File: config.mk
export PLATFORM = sky130hd
export DESIGN_NAME = scoreboard_hazard_ctrl
export DESIGN_NICKNAME = d
export VERILOG_FILES = /design/src/rtl/scoreboard_hazard_ctrl.sv
export SDC_FILE = /design/constraint.sdc
export NUM_CORES = 1
export LEC_CHECK = 0
export ABC_AREA = 0
export BUFFER_PORTS_ARGS = -buffer_cell sky130_fd_sc_hd__buf_2
export CAP_MARGIN = 0
export CORE_MARGIN = 2
export CORE_UTILIZATION = 26
export DETAILED_ROUTE_END_ITERATION = 6
export PLACE_DENSITY = 0.47
export SLEW_MARGIN = 30
export SYNTH_ARGS = -nofsm -noshare
export SYNTH_HDL_FRONTEND = slang
export SYNTH_SLANG_ARGS = --single-unit
File: constraint.sdc
create_clock -name clk -period 9 [get_ports clk]
set_input_delay 1.8 -clock clk [delete_from_list [all_inputs] [get_ports clk]]
set_output_delay 1.8 -clock clk [all_outputs]
set_load 0.02 [all_outputs]
File: src/rtl/scoreboard_hazard_ctrl.sv
// -----------------------------------------------------------------------------
// scoreboard_hazard_ctrl
//
// Per-register write scoreboard sitting beside decode. Tracks in-flight writes
// from fixed-latency units (ALU, LOAD, MUL) and one variable-latency iterative
// divider, and derives the decode stall, per-source forward selects and the
// divider structural hazard.
//
// Ports:
//   clk, rst_n        clock, asynchronous active-low reset
//   issue_*           instruction currently in decode (class, sources, dest)
//   issue_kill        decode instruction flushed; never allocates
//   pipe_stall        downstream stall; freezes countdown and age fields
//   div_done          divider result forwardable this cycle
//   wb_valid, wb_rd   register-file write, retires the matching entry
//   stall_issue       hold PC and IF/ID, bubble into ID/EX (combinational)
//   fwd_rs1, fwd_rs2  forward select: 0=RS, 1=EX, 2=MEM, 3=WB (combinational)
//   div_busy          divider occupied (registered)
//   pending_cnt       number of pending entries (registered)
// -----------------------------------------------------------------------------
module scoreboard_hazard_ctrl #(
    parameter int unsigned NUM_REGS = 32,
    parameter int unsigned REG_W    = 5,
    parameter int unsigned LOAD_LAT = 2,
    parameter int unsigned MUL_LAT  = 3,
    parameter int unsigned CNT_W    = 3
) (
    input  logic             clk,
    input  logic             rst_n,
    input  logic             issue_valid,
    input  logic [1:0]       issue_class,
    input  logic [REG_W-1:0] issue_rs1,
    input  logic [REG_W-1:0] issue_rs2,
    input  logic             issue_rs1_used,
    input  logic             issue_rs2_used,
    input  logic [REG_W-1:0] issue_rd,
    input  logic             issue_wr_rd,
    input  logic             issue_kill,
    input  logic             pipe_stall,
    input  logic             div_done,
    input  logic             wb_valid,
    input  logic [REG_W-1:0] wb_rd,
    output logic             stall_issue,
    output logic [1:0]       fwd_rs1,
    output logic [1:0]       fwd_rs2,
    output logic             div_busy,
    output logic [REG_W:0]   pending_cnt
);

    localparam logic [1:0] CLS_ALU  = 2'd0;
    localparam logic [1:0] CLS_LOAD = 2'd1;
    localparam logic [1:0] CLS_MUL  = 2'd2;
    localparam logic [1:0] CLS_DIV  = 2'd3;

    localparam logic [CNT_W-1:0] LOAD_CNT = CNT_W'(LOAD_LAT - 1);
    localparam logic [CNT_W-1:0] MUL_CNT  = CNT_W'(MUL_LAT - 1);

    // Scoreboard state; entry 0 is never written and stays at its reset value.
    logic [NUM_REGS-1:0] pend_q, pend_d;
    logic [NUM_REGS-1:0] is_div_q, is_div_d;
    logic [CNT_W-1:0]    cnt_q [NUM_REGS];
    logic [CNT_W-1:0]    cnt_d [NUM_REGS];
    logic [1:0]          age_q [NUM_REGS];
    logic [1:0]          age_d [NUM_REGS];
    logic                div_busy_q, div_busy_d;
    logic [REG_W:0]      pend_cnt_d;

    logic rs1_hazard, rs2_hazard, waw_hazard, struct_hazard;
    logic issue_fire, alloc;
    logic [CNT_W-1:0] alloc_cnt;

    // An entry is "not yet forwardable" while its countdown runs or the divider owns it.
    assign rs1_hazard = issue_rs1_used & pend_q[issue_rs1] &
                        ((cnt_q[issue_rs1] != '0) | is_div_q[issue_rs1]);
    assign rs2_hazard = issue_rs2_used & pend_q[issue_rs2] &
                        ((cnt_q[issue_rs2] != '0) | is_div_q[issue_rs2]);
    assign waw_hazard = issue_wr_rd & pend_q[issue_rd] &
                        ((cnt_q[issue_rd] != '0) | is_div_q[issue_rd]);
    // div_busy is taken from state, so a DIV waits one cycle after div_done.
    assign struct_hazard = (issue_class == CLS_DIV) & div_busy_q;

    assign stall_issue = issue_valid & ~issue_kill &
                         (rs1_hazard | rs2_hazard | waw_hazard | struct_hazard);

    assign issue_fire = issue_valid & ~issue_kill & ~stall_issue & ~pipe_stall;
    assign alloc      = issue_fire & issue_wr_rd & (issue_rd != '0);

    always_comb begin
        alloc_cnt = '0;
        unique case (issue_class)
            CLS_ALU:  alloc_cnt = '0;
            CLS_LOAD: alloc_cnt = LOAD_CNT;
            CLS_MUL:  alloc_cnt = MUL_CNT;
            CLS_DIV:  alloc_cnt = '0;  // ignored while is_div is set
            default:  alloc_cnt = '0;
        endcase
    end

    // Age counts pipeline stages since issue; select is age+1, clamped at WB.
    function automatic logic [1:0] fwd_sel(input logic             used,
                                           input logic             pend,
                                           input logic [CNT_W-1:0] cnt,
                                           input logic             is_div,
                                           input logic [1:0]       age);
        if (used && pend && (cnt == '0) && !is_div) begin
            return (age == 2'd3) ? 2'd3 : age + 2'd1;
        end
        return 2'd0;
    endfunction

    assign fwd_rs1 = fwd_sel(issue_rs1_used, pend_q[issue_rs1], cnt_q[issue_rs1],
                             is_div_q[issue_rs1], age_q[issue_rs1]);
    assign fwd_rs2 = fwd_sel(issue_rs2_used, pend_q[issue_rs2], cnt_q[issue_rs2],
                             is_div_q[issue_rs2], age_q[issue_rs2]);

    always_comb begin
        pend_d     = pend_q;
        is_div_d   = is_div_q;
        cnt_d      = cnt_q;
        age_d      = age_q;
        div_busy_d = div_busy_q;

        for (int i = 1; i < int'(NUM_REGS); i++) begin
            if (pend_q[i] && !pipe_stall) begin
                if (!is_div_q[i] && (cnt_q[i] != '0)) begin
                    cnt_d[i] = cnt_q[i] - CNT_W'(1);
                end
                if (age_q[i] != 2'd3) begin
                    age_d[i] = age_q[i] + 2'd1;
                end
            end
            // Divider completion and writeback are not frozen by pipe_stall.
            if (div_done && is_div_q[i]) begin
                cnt_d[i]    = '0;
                is_div_d[i] = 1'b0;
            end
            if (wb_valid && (wb_rd == REG_W'(i))) begin
                pend_d[i] = 1'b0;
            end
        end

        if (div_done) begin
            div_busy_d = 1'b0;
        end

        // Allocation last so a same-cycle writeback of the same register loses.
        if (alloc) begin
            pend_d[issue_rd]   = 1'b1;
            age_d[issue_rd]    = 2'd0;
            cnt_d[issue_rd]    = alloc_cnt;
            is_div_d[issue_rd] = (issue_class == CLS_DIV);
        end
        if (issue_fire && (issue_class == CLS_DIV)) begin
            div_busy_d = 1'b1;
        end
    end

    always_comb begin
        pend_cnt_d = '0;
        for (int i = 0; i < int'(NUM_REGS); i++) begin
            pend_cnt_d = pend_cnt_d + {{REG_W{1'b0}}, pend_d[i]};
        end
    end

    always_ff @(posedge clk or negedge rst_n) begin
        if (!rst_n) begin
            pend_q      <= '0;
            is_div_q    <= '0;
            div_busy_q  <= 1'b0;
            pending_cnt <= '0;
            for (int i = 0; i < int'(NUM_REGS); i++) begin
                cnt_q[i] <= '0;
                age_q[i] <= '0;
            end
        end else begin
            pend_q      <= pend_d;
            is_div_q    <= is_div_d;
            div_busy_q  <= div_busy_d;
            pending_cnt <= pend_cnt_d;
            cnt_q       <= cnt_d;
            age_q       <= age_d;
        end
    end

    assign div_busy = div_busy_q;

endmodule

==> results.ini <==
[global_route]
antenna_found_initial=6
grt_pass1_wl_mm=83.89
grtUsageTotal_pct=17.29
grt_overflow_total=0
grt_pass1_vias=13350
grt_start_max_net_pins=133

[critical_path]
path_depth=24
rr_worst_depth=23
required_ns=9.49
slowest_delay_ns=0.87
worstPathArrival_ns=8.90
r2r_start=cnt_q[87]
cp_max_fo=32
path_cells=buf_2, buf_12, o311ai_0, nand4_1, a311oi_1, nor3_1, a22oi_2, buf_12, nand4_1, and2_1, fa_1, inv_1, fa_1, fa_1, fa_1, inv_1, fa_1, fa_1, inv_1, ha_1, fa_1, a21o_1, a21oi_1, xnor2_1
worstSetupStartpointType=input pin
reg2reg_slack_ns=1.59
path_buf_inv=6
endpoint=pending_cnt[4]
cpMaxStageDelayCell=o311ai_0
worst_path_dominant_cell_family=adder cells
startpoint=issue_rs1[1]
worst-setup-path-type=in2reg
endpoint_kind=register
path_common_cell=fa_1
r2r-end=pending_cnt[4]

[synth]
synth_compound_area_share_pct=13.39
synthSimpleGateAreaFrac_pct=19.93
synth_edf_count=0
syn_avg_cell_area_um2=9.901
ys.flop_type=dfrtp_1
yosys_warnings=0
synthArstFlopShare_pct=100.0
synthMuxAreaShare_pct=17.65
synth_fa_ha_area_share_pct=8.296
synth_fp_nets=1761
yosys.area_share.xor_xnor_pct=0.4866
synth_top_family_by_area=simple AND/OR/NAND/NOR gates
ys_types=65
synth_area_mm2=0.01620
synth-seq-cells=230
yosysSeqAreaShare_pct=35.53
netlist_instances=1636

[sta]
slew-limit-headroom_pct=33.40
tns_ns=0
hold_violations=0
rsz0062_at_grt=no
worst_pin_slew_ns=0.9865
fin_skew_ns=0.008524
fmax_mhz=118.9
final_max_slew_viol_count=0
period_minus_slack_ns=8.408
period_share_pct=93.43
setup_viol=0

[clocking]
cts_buffer_depth=3
clk_pin_slew_ns=0.06
cts_tree=done
postCtsSetupBuffers=0
numCtsBuffers=29
cts_hold_buffers=0
ctsResizeCount=0
clkLatencyLatePin_ns=0.57
clock-sinks=230
ctsHtreeMaxLevel=1
clockRootBuffer=clkbuf_16

[die]
start_util_pct=26.30
dieArea_mm2=0.06431
pin_count=44
row_count=91
die_y_um=253.6
coreArea_mm2=0.06160
die_x_um=253.6

[drt]
wirelength_mm=55.23
via_per_inst=5.253
ant_nets=0
num_vias=13420
post_drt_wl_per_cell_um=21.63
detail_route.iter0.violations=1247
drt_pre_antenna_iters=5
drc_errors=0

[run_status]
status=complete, no violations

[job]
maxCapViolations=0

[power]
ir_drop_mv=0.1496
total_leakage_power_nw=8.649
p_per_area_mw_per_mm2=229.6

[min_path]
hp-class=reg2reg
min-delay-start=age_q[63]

[placed_design]
gp_congestion=0.9128
hpwl_mm=41.54
placed_area_mm2=0.01769
portBuffers=43

[layout]
areaGrowthSynthToFinish_pct=14.89
post-route-util_pct=30.21
drive_gt1_share_pct=14.45
fin_area_mm2=0.01861
layout.nets=1819

==> where the power goes <==
part	switching, mW	leakage, nW	internal [mW]	total [mW]
clock	0.468	0.448	0.659	1.13
combinational	0.804	5.17	0.702	1.51
sequential	0.328	3.03	1.31	1.64
total	1.60	8.65	2.67	4.27
==> synth_stat cells, drive strengths merged, types with 36 or more instances <==
library cell	count	area share (%)
nor2b	52	2.0
mux4	76	11
o21ai	74	2.3
a21oi	101	3.1
nor3	40	1.3
nand2b	77	3.0
dfrtp	230	36
ha	69	5.3
nand3b	36	1.7
inv	125	2.9
and2	44	1.7
nand2	95	2.2
mux2i	109	6.7
clkbuf	45	1.0
nor2	121	2.8
==> cell usage in the layout (no fill, tap or decap), types with 10 or more instances in the layout <==
cell type	n
mux2i_1	109
nor3_1	39
dfrtp_1	230
or4_1	13
nor2b_1	52
a21oi_1	101
a21o_1	11
nand2_1	94
fa_1	24
a31oi_1	18
inv_1	125
and2_1	43
o21a_1	12
nand3_1	14
a21boi_0	19
buf_4	50
ha_1	69
nand4_1	20
a41oi_1	13
nor2_1	121
nand2b_1	75
o211ai_1	10
clkbuf_1	11
a22oi_1	10
buf_2	42
nand3b_1	36
o21ai_0	74
nor4_1	24
o211a_1	26
clkbuf_16	29
and3_1	15
mux4_2	76
==> flip-flops by register name, indices dropped and copies added, names as in the netlist <==
register,cells
age_q,64
cnt_q,95
div_busy,1
is_div_q,32
pend_q,32
pending_cnt,6
==> routing by layer <==
layer  track usage (%)  vias to the layer above  wire (µm)
met5                 0                        -         58
met4             5.630                        8       1713
met3             4.343                      103       4264
met2             26.74                      452      24310
met1             23.55                     6786      24890
li1                  -                     6066          -
==> worst min-delay path by stage <==
stage / end / slack, ns / cells past startpoint
floorplan: age_q[62] / 0.44 / 1
global placement: age_q[62] / 0.38 / 0
detailed placement: age_q[62] / 0.39 / 0
CTS: age_q[62] / 0.40 / 0
global route: age_q[62] / 0.42 / 0
finish: age_q[63] / 0.40 / 0
==> per-stage QoR <==
step | hold slack, ns | cells | setup slack, ns | total power, mW
after detailed placement | 0.3852 | 2500 | 0.008480 | 3.150
after global placement | 0.3803 | 2500 | 0.04019 | 3.113
after floorplan | 0.4413 | 1636 | 0.3542 | 2.592
after global routing | 0.4193 | 2553 | 0.3027 | 4.562
after CTS | 0.3984 | 2553 | 0.5579 | 4.301
final | 0.4002 | 2554 | 0.5917 | 4.273
==> logic make-up (layout without fill, tap and decap cells) <==
family | Yosys count | in the layout
other | 0 | 1
AND/OR/NAND/NOR | 584 | 584
multiplexers | 190 | 190
buffers and inverters | 197 | 277
XOR/XNOR | 9 | 9
AO/OA/AOI/OAI | 333 | 333
adder cells (fa/ha/maj) | 93 | 93
flip-flops | 230 | 230
==> final cells by class <==
type / instances / area [µm²]
Fill cell: 6417 / 42990
Multi-Input combinational cell: 1209 / 9738
Sequential cell: 230 / 5756
Tap cell: 837 / 1047
Clock buffer: 48 / 877.1
Timing Repair Buffer: 97 / 680.7
Inverter: 127 / 476.7
Clock inverter: 5 / 32.53
Antenna cell: 1 / 2.502
Note: power is estimated with default switching activity, not from simulation.
